$ cat src/rtl/dmem_mailbox_responder_if.sv
// Core data-memory bus: store strobe, byte address, store data, byte lanes.
// master = core side (drives stores), slave = memory side (returns load data).
interface dmem_mailbox_responder_if;
    logic        mem_write;
    logic [31:0] data_adr;
    logic [31:0] write_data;
    logic [3:0]  byte_en;
    logic [31:0] read_data;

    modport master (
        output mem_write,
        output data_adr,
        output write_data,
        output byte_en,
        input  read_data
    );

    modport slave (
        input  mem_write,
        input  data_adr,
        input  write_data,
        input  byte_en,
        output read_data
    );
endinterface

$ cat src/rtl/dmem_mailbox_responder.sv
// Data-memory responder: word RAM plus a PASS/FAIL mailbox and cycle timeout
// that end a self-checking program run on the core.
//
// Ports:
//   clk          core clock, rising edge
//   reset        asynchronous, active-low reset
//   bus          slave side of the core store/load bus
//                (mem_write, data_adr, write_data, byte_en in; read_data out,
//                 combinational from data_adr)
//   done         program finished (PASS, FAIL or TIMEOUT)
//   pass         mailbox received PASS_VALUE
//   fail         FAIL or TIMEOUT
//   timeout      cycle budget exhausted
//   store_count  accepted stores since reset, saturating at 16'hFFFF
//
// Optional feature: define DMEM_STRICT_ALIGN_EN to turn misaligned word and
// halfword stores into a FAIL. Without it data_adr[1:0] is ignored for RAM.
module dmem_mailbox_responder #(
    parameter int unsigned DEPTH_WORDS    = 64,
    parameter int unsigned MAILBOX_ADDR   = 100,
    parameter int unsigned PASS_VALUE     = 25,
    parameter int unsigned TIMEOUT_CYCLES = 4096
) (
    input  logic        clk,
    input  logic        reset,
    dmem_mailbox_responder_if.slave bus,
    output logic        done,
    output logic        pass,
    output logic        fail,
    output logic        timeout,
    output logic [15:0] store_count
);

    localparam int          ADDR_W   = $clog2(4 * DEPTH_WORDS);
    localparam int          WIDX_W   = ADDR_W - 2;
    localparam logic [31:0] RAM_SIZE = 32'(4 * DEPTH_WORDS);
    localparam logic [31:0] MBOX_A   = 32'(MAILBOX_ADDR);
    localparam logic [31:0] PASS_W   = 32'(PASS_VALUE);
    localparam bit          TMO_EN   = (TIMEOUT_CYCLES != 0);
    localparam logic [31:0] TMO_LAST = 32'(TIMEOUT_CYCLES - 1);

    typedef enum logic [1:0] {
        S_RUN,
        S_PASS,
        S_FAIL,
        S_TMO
    } state_t;

    state_t      state;
    logic [31:0] cyc;
    logic [31:0] mem [0:DEPTH_WORDS-1];

    logic              accept;
    logic              is_mbox;
    logic              in_rng;
    logic              misalign;
    logic              mbox_pass;
    logic              mbox_fail;
    logic              bad_store;
    logic              ram_we;
    logic              tmo_hit;
    logic [WIDX_W-1:0] widx;

    assign widx    = bus.data_adr[ADDR_W-1:2];
    assign accept  = bus.mem_write && (state == S_RUN);
    assign is_mbox = (bus.data_adr == MBOX_A);
    assign in_rng  = (bus.data_adr < RAM_SIZE);

`ifdef DMEM_STRICT_ALIGN_EN
    // Full words need a 4-byte aligned address, halfword lane pairs an
    // even one; other lane patterns are treated as byte stores.
    always_comb begin
        misalign = 1'b0;
        if (bus.byte_en == 4'hF)
            misalign = (bus.data_adr[1:0] != 2'b00);
        else if (bus.byte_en == 4'b0011 || bus.byte_en == 4'b1100)
            misalign = bus.data_adr[0];
    end
`else
    assign misalign = 1'b0;
`endif

    assign mbox_pass = is_mbox && (bus.byte_en == 4'hF)
                       && (bus.write_data == PASS_W);
    assign mbox_fail = is_mbox && !mbox_pass;
    // Mailbox decode takes priority over the RAM range check.
    assign bad_store = !is_mbox && (!in_rng || misalign);
    assign ram_we    = accept && !is_mbox && in_rng && !misalign;
    assign tmo_hit   = TMO_EN && (cyc == TMO_LAST);

    // Loads: mailbox status, RAM word, or zero when out of range.
    always_comb begin
        bus.read_data = 32'h0;
        if (is_mbox)
            bus.read_data = {29'b0, timeout, fail, pass};
        else if (in_rng)
            bus.read_data = mem[widx];
    end

    // RAM contents deliberately survive reset.
    always_ff @(posedge clk) begin
        if (ram_we) begin
            for (int i = 0; i < 4; i++) begin
                if (bus.byte_en[i])
                    mem[widx][8*i +: 8] <= bus.write_data[8*i +: 8];
            end
        end
    end

    always_ff @(posedge clk or negedge reset) begin
        if (!reset) begin
            state       <= S_RUN;
            done        <= 1'b0;
            pass        <= 1'b0;
            fail        <= 1'b0;
            timeout     <= 1'b0;
            store_count <= 16'h0;
            cyc         <= 32'h0;
        end else begin
            unique case (state)
                S_RUN: begin
                    if (accept && store_count != 16'hFFFF)
                        store_count <= store_count + 16'd1;
                    // A terminal store on the timeout edge wins.
                    if (accept && mbox_pass) begin
                        state <= S_PASS;
                        done  <= 1'b1;
                        pass  <= 1'b1;
                    end else if (accept && (mbox_fail || bad_store)) begin
                        state <= S_FAIL;
                        done  <= 1'b1;
                        fail  <= 1'b1;
                    end else if (tmo_hit) begin
                        state   <= S_TMO;
                        done    <= 1'b1;
                        fail    <= 1'b1;
                        timeout <= 1'b1;
                    end else if (TMO_EN) begin
                        cyc <= cyc + 32'd1;
                    end
                end
                S_PASS, S_FAIL, S_TMO: begin
                end
            endcase
        end
    end

endmodule
$ cat src/flat_wrapper.sv
// flat-port wrapper written by rule: the top's interface ports become plain ports
module dmem_mailbox_responder_flat 
#(
    parameter int unsigned DEPTH_WORDS    = 64,
    parameter int unsigned MAILBOX_ADDR   = 100,
    parameter int unsigned PASS_VALUE     = 25,
    parameter int unsigned TIMEOUT_CYCLES = 4096
)
  (clk, reset, done, pass, fail, timeout, store_count, bus_mem_write, bus_data_adr, bus_write_data, bus_byte_en, bus_read_data);
  dmem_mailbox_responder_if bus_i ();
  input  logic clk;
  input  logic reset;
  output logic done;
  output logic pass;
  output logic fail;
  output logic timeout;
  output logic [15:0] store_count;
  input wire logic [$bits(bus_i.mem_write)-1:0] bus_mem_write;
  input wire logic [$bits(bus_i.data_adr)-1:0] bus_data_adr;
  input wire logic [$bits(bus_i.write_data)-1:0] bus_write_data;
  input wire logic [$bits(bus_i.byte_en)-1:0] bus_byte_en;
  output wire logic [$bits(bus_i.read_data)-1:0] bus_read_data;
  assign bus_i.mem_write = bus_mem_write;
  assign bus_i.data_adr = bus_data_adr;
  assign bus_i.write_data = bus_write_data;
  assign bus_i.byte_en = bus_byte_en;
  assign bus_read_data = bus_i.read_data;
  dmem_mailbox_responder #(.DEPTH_WORDS(DEPTH_WORDS), .MAILBOX_ADDR(MAILBOX_ADDR), .PASS_VALUE(PASS_VALUE), .TIMEOUT_CYCLES(TIMEOUT_CYCLES)) u_core (.clk(clk), .reset(reset), .bus(bus_i), .done(done), .pass(pass), .fail(fail), .timeout(timeout), .store_count(store_count));
endmodule
$ cat config.mk
export PLATFORM = sky130hd
export DESIGN_NAME = dmem_mailbox_responder_flat
export DESIGN_NICKNAME = d
export VERILOG_FILES = /design/src/rtl/dmem_mailbox_responder_if.sv /design/src/rtl/dmem_mailbox_responder.sv /design/src/flat_wrapper.sv
export SDC_FILE = /design/constraint.sdc
export NUM_CORES = 2
export LEC_CHECK = 0
export ABC_AREA = 1
export BUFFER_PORTS_ARGS = -buffer_cell sky130_fd_sc_hd__clkbuf_2
export CORE_UTILIZATION = 50
export DETAILED_ROUTE_END_ITERATION = 7
export HOLD_SLACK_MARGIN = 0.05
export PLACE_DENSITY = 0.64
export SYNTH_ARGS = -nofsm -noshare
export SYNTH_HDL_FRONTEND = slang
export SYNTH_SLANG_ARGS = --single-unit
$ cat constraint.sdc
create_clock -name clk -period 2.5 [get_ports clk]
set_clock_uncertainty 0.05 [all_clocks]
set_input_delay 0.25 -clock clk [delete_from_list [all_inputs] [get_ports clk]]
set_output_delay 0.25 -clock clk [all_outputs]
set_load 0.02 [all_outputs]
==> reports/qor.txt <==
number of iterations in the first detailed-routing pass: 6
count of endpoints failing hold in the final timing report: 0
simple-gate area share of the yosys netlist: 16.5%
dominant combinational cell family by area after synthesis: simple AND/OR/NAND/NOR gates
most common cell in the netlist: edfxtp_1
min-delay worst type: input port to register
largest area contributor in the netlist: edfxtp_1
Worst VDD drop: 0.841 mV
maximum fanout encountered on the critical timing path: 1
via count of the routed design: 60100
failing checks: setup timing
synth unique cells: 32
instance area at placement: 0.0944 mm²
routed length per instance: 26.8 µm
final design area excluding fillers: 0.103 mm²
TritonCTS buffer count: 210
synthesis-stage register bit count: 2102
proportion of synthesized flip-flops having asynchronous set or reset: 2.57%
EDFF count, synth: 2048
Cells after Synth: 7148
count of buffers from port buffering: 122
Die W: 413 µm
met1 Resource Use GR: 42.8%
leakage component of the power: 0.0383 µW
busiest grt layer: met2
element type at the critical path end: output port
number of top-level pins: 123
area share of xor/xnor cells in the synthesized design: 0.445%
fin crit period: 2.85 ns
top post-synthesis cells by count: edfxtp_1 (2048), nor2_1 (1898), nand2_1 (1243)
critical path data required time: 2.20 ns
critical path startpoint category: register
met3 capacity usage during global routing: 7.61%
initial antenna violation count: 11
post-synthesis compound-gate area fraction: 6.07%
Antenna Violating Nets Remaining: 0
combined global-route utilization of all metal layers: 32.1%
first-pass GRT wire length: 392 mm
sum of routed wire length over all layers: 277 mm
Worst EP arrival: 2.55 ns
Mapped Nets: 7221
floorplan die area: 0.171 mm²
combined area of all synthesized cells: 0.0846 mm²
depth of the CTS H-tree: 4
net count of the finished layout: 8029
multiplexer area fraction after synthesis: 0%
RSZ-0062 raised after global routing: true
total of warnings raised by yosys: 0
grt met2 use: 48.6%
setup slack of the most critical reg-to-reg path: 0.10 ns
Detailed Route Iter0 Violations: 8206
synth-to-layout area growth: 22.2%
number of DRC violations after detailed routing: 0
via count of the first global-routing pass: 57000
fraction of synthesized cell area taken by the top area cell type: 72.7%
root cell of the clock tree: clkbuf_16
final global-route overflow total: 0
Worst Max-Slew Pin Slew: 1.03 ns
maximum clock rate: 0.351 GHz
number of max-slew violations in the final report: 0
register area share after synthesis: 74.3%
average cell area after synthesis: 11.8 µm²
last weighted congestion value of the routability-driven placer: 0.965
Worst Slack Setup Final: -0.352 ns
adder-cell area share of the yosys netlist: 0.0296%
starting density of the core: 50.5%
top cells by area in the synthesized netlist: edfxtp_1 (73%), nor2_1 (8.4%), nand2_1 (5.5%)
buffer levels on the longest clock path: 3
clock slew at the register clock pins of the worst setup and hold paths: 0.06 ns
max-cap viol count: 0
ratio of final minimum period to clock period: 114%
Detail Placement HPWL: 180 mm
clock sink count: 2102
Filler Cell Count: 12800
path type of the worst setup path: register to output port
worst slew margin relative to its limit: 31.2%
overall power after layout: 75600 µW
die extent in y: 413 µm
drt via density: 5.81
largest net degree at the start of global routing: 81
clock tree from TritonCTS: done
power density normalized to cell area: 731 mW/mm²
total of endpoints with negative setup slack in the final report: 32
ys flop type: edfxtp_1
clock latency on the worst-skew pair: 0.85 ns
core area: 0.168 mm²
fraction of final layout cells with drive strength greater than 1: 21.0%
row cnt: 150
outcome: finished with violations
-- sequential cells by signal, indices dropped and copies added (netlist names) --
register and count:
u_core.mem 2048, u_core.timeout 1, u_core.cyc 32, u_core.done 1, u_core.store_count 16, u_core.fail 1
u_core.state 2, u_core.pass 1
-- worst max-delay path, cell delays in order (launching register included) --
cell and delay, ns:
edfxtp_1 0.37, nand2_1 0.08, a21oi_1 0.08, o21ai_1 0.32, nand2_1 0.11, nand2_1 0.11, nand2_1 0.09, nor2_1 0.13
a21oi_2 0.07, buf_4 0.18, buf_2 0.17
-- final cells by class --
type                    instances  area [µm²]  share of cell area [%]
clock buffers                 239        5360                    5.19
diodes                          6        15.0                  0.0145
flip-flops and latches       2102       62900                    60.8
clock inverters               155        1760                    1.70
well taps                    2204        2760                    2.67
multi-input cells            4495       20800                    20.1
repair buffers                977        9160                    8.86
inverters                     170         663                   0.641
-- what timing repair did --
action                                 in CTS  in global routing
setup endpoints to repair                  32                 32
resized for setup                         409                341
hold buffers                                9                  0
buffers inserted                            0                 10
endpoints found under the hold margin     125                  0
pin swaps                                 151                214
gates cloned                                0                  3
-- per-layer routing --
metal | part of all wire [%] | up-vias
met5 | 0.018 | -
met4 | 6.2 | 8
met3 | 11 | 618
met2 | 45 | 3623
met1 | 37 | 29400
li1 | - | 26500
-- through the flow --
stage / utilization (%) / setup slack, ns / instances / setup TNS [ns] / hold slack (ns)
after floorplan: - / 0.239 / 7148 / 0 / -0.0956
after global placement: 56.3 / -0.437 / 9931 / -487.85 / 0.308
after detailed placement: 56.3 / -0.424 / 9931 / -427.21 / 0.320
after CTS: 61.2 / -0.390 / 10300 / -8.46 / 0.0529
after global routing: 61.7 / -0.375 / 10300 / -8.12 / 0.0844
final: 61.7 / -0.352 / 10300 / -5.72 / 0.0647
-- cells in the final DEF, fill, tap and decap left out, types with 39 or more instances in the layout --
cell / count
or2_2: 98
dfrtp_1: 54
clkbuf_16: 213
clkinv_2: 44
o22ai_1: 244
clkinv_1: 45
buf_12: 129
a21oi_1: 80
o21ai_1: 255
o21ai_0: 270
nand2_2: 152
inv_1: 162
clkbuf_2: 87
nor2_1: 1821
nor2_4: 59
nand4_1: 46
xor2_1: 39
edfxtp_1: 2048
nand3_1: 141
nand2_1: 1065
buf_4: 695
-- final timing paths --
path | cells after the start | end | startpoint
worst max-delay path | 10 | bus_read_data[30] | u_core.mem[13][30]
worst min-delay path | 2 | u_core.mem[2][14] | bus_write_data[14]
worst max register to register | 8 | u_core.mem[50][19] | u_core.state[1]
worst min register to register | 2 | u_core.state[0] | u_core.state[0]
max in group asynchronous | 4 | u_core.cyc[1] | reset
min in group asynchronous | 4 | u_core.cyc[7] | reset
-- where the power goes --
part | total, µW | internal, µW | leakage (µW) | switching (µW)
logic | 4320 | 1310 | 0.0159 | 3010
registers | 38600 | 38600 | 0.0189 | 0
clock network | 32600 | 18800 | 0.00347 | 13800
-- cells by family (layout without fill, tap and decap cells) --
family | Yosys count | in the layout
and+or+nand+nor | 3520 | 3520
DFF | 2102 | 2102
AOI/OAI and AO/OA | 930 | 930
buffers and inverters | 551 | 1541
xor gates and xnor gates | 43 | 43
adders and majority gates | 2 | 2
other | 0 | 6
No activity file was read; power rests on OpenSTA's default activity.
